--- src/rtl/bootram_bus_ctrl.sv ---
// PicoRV32 native-bus slave in front of the 8 KiB boot RAM, which is built from four byte-lane macros.
// It splits each bus access into per-lane strobes, waits out the RAM read latency and returns a one-cycle ready.
module bootram_bus_ctrl #(
    parameter int ADDR_W    = 11,
    parameter int READ_WAIT = 1
) (
    input  logic              clk,
    input  logic              resetn,
    input  logic              mem_s_valid,
    output logic              mem_s_ready,
    input  logic [31:0]       mem_s_addr,
    input  logic [31:0]       mem_s_wdata,
    input  logic [3:0]        mem_s_wstrb,
    output logic [31:0]       mem_s_rdata,
    input  logic              wr_lock,
    output logic [3:0]        ram_ce,
    output logic [3:0]        ram_wre,
    output logic              ram_oce,
    output logic              ram_reset,
    output logic [ADDR_W-1:0] ram_ad,
    output logic [31:0]       ram_din,
    input  logic [31:0]       ram_dout
);

    typedef enum logic [1:0] {
        IDLE  = 2'd0,
        WACK  = 2'd1,
        RWAIT = 2'd2,
        RACK  = 2'd3
    } state_t;

    localparam logic [1:0] READ_WAIT_C = 2'(READ_WAIT);

    state_t              state_q, state_d;
    logic                ready_q, ready_d;
    logic [31:0]         rdata_q, rdata_d;
    logic [3:0]          ce_q, ce_d;
    logic [3:0]          wre_q, wre_d;
    logic [ADDR_W-1:0]   ad_q, ad_d;
    logic [31:0]         din_q, din_d;
    logic [1:0]          cnt_q, cnt_d;
    logic                addr_unused_s;

    // Only the word-address bits select a location; the rest alias.
    assign addr_unused_s = ^{mem_s_addr[31:ADDR_W+2], mem_s_addr[1:0]};

    // Next-state and registered-output logic of the access sequencer.
    always_comb begin
        state_d = state_q;
        ready_d = 1'b0;
        rdata_d = rdata_q;
        ce_d    = 4'b0000;
        wre_d   = 4'b0000;
        ad_d    = ad_q;
        din_d   = din_q;
        cnt_d   = cnt_q;
        case (state_q)
            IDLE: begin
                // ready_q still high means this valid belongs to the access just acknowledged.
                if (mem_s_valid && !ready_q) begin
                    ad_d  = mem_s_addr[ADDR_W+1:2];
                    din_d = mem_s_wdata;
                    if (mem_s_wstrb != 4'b0000) begin
                        if (wr_lock) begin
                            ce_d  = 4'b0000;
                            wre_d = 4'b0000;
                        end else begin
                            ce_d  = mem_s_wstrb;
                            wre_d = mem_s_wstrb;
                        end
                        state_d = WACK;
                    end else begin
                        ce_d    = 4'b1111;
                        cnt_d   = READ_WAIT_C;
                        state_d = RWAIT;
                    end
                end else begin
                    state_d = IDLE;
                end
            end
            WACK: begin
                ready_d = 1'b1;
                state_d = IDLE;
            end
            RWAIT: begin
                if (cnt_q == 2'd1) begin
                    rdata_d = ram_dout;
                    cnt_d   = 2'd0;
                    state_d = RACK;
                end else begin
                    cnt_d   = cnt_q - 2'd1;
                end
            end
            RACK: begin
                ready_d = 1'b1;
                state_d = IDLE;
            end
            default: begin
                state_d = IDLE;
            end
        endcase
    end

    // State and output registers, cleared asynchronously.
    always_ff @(posedge clk or negedge resetn) begin
        if (!resetn) begin
            state_q <= IDLE;
            ready_q <= 1'b0;
            rdata_q <= 32'h0000_0000;
            ce_q    <= 4'b0000;
            wre_q   <= 4'b0000;
            ad_q    <= '0;
            din_q   <= 32'h0000_0000;
            cnt_q   <= 2'd0;
        end else begin
            state_q <= state_d;
            ready_q <= ready_d;
            rdata_q <= rdata_d;
            ce_q    <= ce_d;
            wre_q   <= wre_d;
            ad_q    <= ad_d;
            din_q   <= din_d;
            cnt_q   <= cnt_d;
        end
    end

    assign mem_s_ready = ready_q;
    assign mem_s_rdata = rdata_q;
    assign ram_ce      = ce_q;
    assign ram_wre     = wre_q;
    assign ram_ad      = ad_q;
    assign ram_din     = din_q;
    assign ram_oce     = 1'b1;
    assign ram_reset   = ~resetn;

endmodule

--- config.mk ---
export PLATFORM = sky130hd
export DESIGN_NAME = bootram_bus_ctrl
export DESIGN_NICKNAME = d
export VERILOG_FILES = /design/src/rtl/bootram_bus_ctrl.sv
export SDC_FILE = /design/constraint.sdc
export NUM_CORES = 1
export LEC_CHECK = 0
export ABC_AREA = 1
export ABC_CLOCK_PERIOD_IN_PS = 1400
export BUFFER_PORTS_ARGS = -buffer_cell sky130_fd_sc_hd__buf_2
export CAP_MARGIN = 20
export CORE_MARGIN = 1
export CORE_UTILIZATION = 30
export CTS_BUF_LIST = sky130_fd_sc_hd__clkbuf_16
export DETAILED_ROUTE_END_ITERATION = 16
export GPL_ROUTABILITY_DRIVEN = 1
export HOLD_SLACK_MARGIN = 0.12
export SYNTH_ARGS = -nofsm -noshare
export SYNTH_HDL_FRONTEND = slang
export SYNTH_SLANG_ARGS = --single-unit
--- constraint.sdc ---
create_clock -name clk -period 1.4 [get_ports clk]
set_input_delay 0.28 -clock clk [delete_from_list [all_inputs] [get_ports clk]]
set_output_delay 0.28 -clock clk [all_outputs]
set_load 0.03 [all_outputs]
==> results of run 1 <==
how the worst min path moves through the flow:
stage               startpoint          end  slack [ns]  depth (start not counted)
3_5_place_dp            resetn   ram_din[3]        0.37                          2
3_3_place_gp            resetn   ram_din[3]        0.37                          2
4_1_cts        mem_s_wdata[14]  ram_din[14]        0.12                          3
5_1_grt          mem_s_addr[4]    ram_ad[2]        0.12                          3
2_1_floorplan           resetn     cnt_q[0]       -0.02                          0
6_report       mem_s_wdata[14]  ram_din[14]        0.13                          3
cell families (layout without fill, tap and decap cells):
logic type | Yosys count | in the layout | synth area share, %
buffers and inverters | 32 | 207 | 4.65
AOI/OAI and AO/OA | 6 | 6 | 0.879
and+or+nand+nor | 252 | 252 | 29.5
other | 1 | 1 | 0.110
adders and majority gates | 1 | 1 | 0.366
DFF | 88 | 88 | 64.5
power by group:
group	internal (mW)	switching [mW]
Clock	1.24	1.05
Sequential	3.65	0.582
Combinational	1.44	3.74
stage by stage:
step / worst slack, ns / cells
after floorplan: 0.0500 / 380
after global placement: 0.182 / 674
after detailed placement: 0.142 / 674
after CTS: 0.125 / 695
after global routing: 0.0443 / 695
final: 0.140 / 695
cell type report:
type | instances | area share, %
inverter | 11 | 0.868
tap | 140 | 3.68
clock buffer | 9 | 4.73
sequential | 88 | 46.3
clock inverter | 7 | 1.26
timing repair buffer | 180 | 21.0
multi-input combinational | 260 | 22.2
tightest hold or removal path, cell delays in order:
cell and delay, ns:
buf_2 0.07, nand2_1 0.04, nand2_1 0.05
repair_timing:
action | CTS | global route
endpoints found under the setup margin | 0 | 0
hold buffers | 5 | 0
endpoints found under the hold margin | 92 | 0
Yosys cell counts:
library cell / instances / area, µm²
nand2_1: 206 / 773
dfrtp_1: 88 / 2200
nand3_1: 36 / 180
buf_2: 10 / 50.1
inv_1: 8 / 30.0
clkbuf_1: 7 / 26.3
nor2_1: 7 / 26.3
o21ai_0: 4 / 20.0
buf_6: 3 / 33.8
inv_2: 3 / 11.3
a21oi_1: 2 / 10.0
nor2_4: 2 / 22.5
buf_4: 1 / 7.51
conb_1: 1 / 3.75
ha_1: 1 / 12.5
nand2_2: 1 / 6.26
flip-flops by register name, indices dropped and copies added, names as in the netlist:
| register | flops |
|---|---|
| ram_ce | 4 |
| ram_ad | 11 |
| mem_s_rdata | 32 |
| cnt_q | 2 |
| mem_s_ready | 1 |
| state_q | 2 |
| ram_wre | 4 |
| ram_din | 32 |
layer usage:
metal	track usage (%)	share of wire [%]	vias up
met3	5.86	9.6	13
li1	-	-	1503
met2	24.3	47	130
met5	0	0	-
met1	16.3	42	1385
met4	7.92	1.9	0
==> metrics, run 1 <==
RR Startpoint=cnt_q[0]; CP delay by family, top=flip-flops; unique cell type count in the Yosys netlist=16; Design Area, Final=4760 µm²; Critical Path Start=cnt_q[0]; ant diodes=0; Clock Tree Root=clkbuf_16; GRT Total Usage=14.7%; final hold violations=0; Fillers=1083; Via density=4.36; HPWL after DPL=5730 µm; area grow syn2layout=39.3%; final slew viol count=0; CTS clk-pin slew, worst paths=0.07 ns; status=finished clean; syn_nets=485; vias in the first global route=2874; WL final=8250 µm; core area=11000 µm²; crit path to=cnt_q[0]; #FFs+latches synth=88; crit path capture type=flop; Clk Latency, worst-skew pair=0.34 ns; Site Rows=38; max_cap viols=0; gr ovfl total=0; setup bufs post-CTS=0; power density cells=2460 nW/µm²; Die ar.=11800 µm²; final setup TNS=0 ns; Multi-input gate area=1050 µm²; CTS tree=done; CTS buffer count=9; Post-Syn Area per Cell=8.99 µm²; CTS Sinks=88; YS warnings=0; Hold Slack=0.132 ns; drt initial violations=142; register area share after synthesis=64.5%; Finish-stage setup viols=0; Reg2Reg Setup Slack=0.14 ns; most frequent cells in the layout=nand2_1, buf_2, dfrtp_1; Cell Area, Synth=3420 µm²; placed inst area=4420 µm²; DR WL/cell=11.9 µm; share of layout cells above drive strength 1=35.5%; crit path max fanout=21; Port-buffer cells=167; slowest cell on the critical path=dfrtp_1; Pleak=2.70 nW; Longest Clk Path Bufs=2; total power=11.7 mW; Worst Setup Start Kind=flop; Peak VDD IR=0.00123 V; kind of critical path=flop to flop; Layout Skew=0.00640 ns; # resized after CTS=0; Worst Reg-to-Reg Cells=5; CP Cell Sequence=ha_1 -> buf_4 -> o21ai_0 -> nand3_1 -> nand2_1; initial antenna violation count=0; register area=2200 µm²; commonest non-fill, non-tap cell in the layout=nand2_1; CP peak stage delay=0.40 ns; Reg2Reg Capture Point=cnt_q[0]; Worst EP required=1.67 ns; Hold Crit Class=input pin to flop; Fmax=0.794 GHz; fin crit period=1.26 ns; Residual DRC=0; Starting Density=31.1%; num ports=190; final core occ=43.3%; Post-Synthesis Cells=380; WP data arrival=1.53 ns; Routed Antenna Nets=0; NumNets Final=655; worst path buffer plus inverter count=1; DR pass1 iterations=4; H-tree level count=3; CP Depth=5; RD Place Congestion=0.720; largest net degree at the start of global routing=89; RSZ-0062 raised after global routing=false; DIE WIDTH=109 µm; overall via count from detail_route=3031; first-pass GRT wire length=13200 µm; fin crit share=90.0%; Die H=109 µm
Note: power is estimated with default switching activity, not from simulation.
==> run 2, diff against run 1 <==
- CORE_ASPECT_RATIO: unset -> 1.75
- PLACE_DENSITY: unset -> 0.55
==> metrics, run 2 (same netlist as run 1, synthesis figures left out) <==
status=finished clean; Longest Clk Path Bufs=2; register area=2200 µm²; CTS clk-pin slew, worst paths=0.06 ns; HPWL after DPL=6010 µm; switching part of the total power=45.7%; DR pass1 iterations=4; Via density=4.40; kind of critical path=flop to flop; overall via count from detail_route=3016; core area=11100 µm²; CTS tree=done; P_int=6.31 mW; Pleak=2.68 nW; Hold Slack=0.145 ns; clock share of power=18.8%; Clock Tree Root=clkbuf_16; CP peak stage delay=0.44 ns; GRT Total Usage=14.7%; Reg2Reg Capture Point=ram_ad[0]; fin crit period=1.30 ns; Port-buffer cells=167; Worst Hold Path Cells=3; Layout Skew=0.00766 ns; initial antenna violation count=0; DIE WIDTH=82.7 µm; Fmax=0.769 GHz; RR Startpoint=state_q[0]; commonest non-fill, non-tap cell in the layout=nand2_1; Starting Density=30.8%; power density cells=2460 nW/µm²; RD Place Congestion=0.747; most frequent cells in the layout=nand2_1, buf_2, dfrtp_1; placed inst area=4430 µm²; largest net degree at the start of global routing=89; switching pwr=5.30 mW; # resized after CTS=0; CP delay by family, top=flip-flops; crit path capture type=flop; Fillers=1151; gr ovfl total=0; final hold violations=0; Worst Reg-to-Reg Cells=7; Site Rows=51; Reg2Reg Setup Slack=0.10 ns; Design Area, Final=4720 µm²; vias in the first global route=2942; Routed Antenna Nets=0; Peak VDD IR=0.00101 V; drt initial violations=74; Worst EP required=1.62 ns; Die H=143 µm; Die ar.=11800 µm²; CTS buffer count=9; Worst Setup Start Kind=flop; hold path endpoint=ram_ad[5]; crit path max fanout=16; fin crit share=92.9%; final setup TNS=0 ns; slowest cell on the critical path=dfrtp_1; final slew viol count=0; WL final=8440 µm; max_cap viols=0; Multi-input gate area=1050 µm²; min-delay src=mem_s_addr[7]; area grow syn2layout=38.2%; DR WL/cell=12.3 µm; worst path buffer plus inverter count=3; final core occ=42.5%; total power=11.6 mW; first-pass GRT wire length=13200 µm; Finish-stage setup viols=0; share of layout cells above drive strength 1=35.6%; H-tree level count=3; combinational share of power=45.1%; Clk Latency, worst-skew pair=0.33 ns; NumNets Final=653; Hold Crit Class=input pin to flop; ant diodes=0; Residual DRC=0; Seq pwr share=36.1%; WP data arrival=1.52 ns; CTS Sinks=88; num ports=190; CP Cell Sequence=inv_2 -> nand2_2 -> nor2_4 -> inv_2 -> buf_4 -> nand2_1 -> nand2_1
-- run 2: final cells by class --
cell class	count	share of cell area, %
Clock buffer	9	4.77
Clock inverter	7	1.01
Inverter	11	0.874
Multi-Input combinational cell	260	22.3
Sequential cell	88	46.6
Tap cell	132	3.50
Timing Repair Buffer	178	20.9
-- run 2: power groups by stage --
stage | sequential [mW] | combinational [mW] | clock, mW
3_3_place_gp | 4.20 | 5.25 | 0
6_report | 4.19 | 5.23 | 2.18
3_5_place_dp | 4.23 | 5.32 | 0
5_1_grt | 4.36 | 5.74 | 2.39
4_1_cts | 4.20 | 5.31 | 2.28
2_1_floorplan | 6.40 | 1.39 | 0
-- run 2: metrics by stage --
step	worst slack, ns	std cells
after floorplan	0.0500	380
after global placement	0.127	667
after detailed placement	0.0869	667
after CTS	0.0779	684
after global routing	-0.00173	685
final	0.100	685
-- run 2: routing by layer --
layer,vias to the layer above,GRT usage (%),part of all wire [%]
met1,1392,15.1,39
met2,115,26.6,52
met4,0,7.17,2.4
met3,10,3.71,6.7
li1,1499,-,-
met5,-,0,0
-- run 2: tightest hold or removal path, delay by kind of cell --
| family | cells | cell delay [ns] |
|---|---|---|
| and+or+nand+nor | 2 | 0.09 |
| buffers and inverters | 1 | 0.08 |
-- run 2: worst max path at each step --
stage / from / to / slack [ns] / cells after the start
after floorplan: mem_s_ready / ram_ad[0] / 0.05 / 8
after global placement: state_q[0] / ram_din[22] / 0.13 / 7
after detailed placement: state_q[0] / ram_ad[0] / 0.09 / 7
after CTS: state_q[0] / ram_ad[0] / 0.08 / 7
after global routing: state_q[0] / ram_ad[0] / -0.002 / 7
final: state_q[0] / ram_ad[0] / 0.10 / 7
-- run 2: repair_timing --
action,CTS,global route
setup buffers,0,1
hold buffers,1,0
setup endpoints to repair,0,1
hold endpoints to repair,88,0
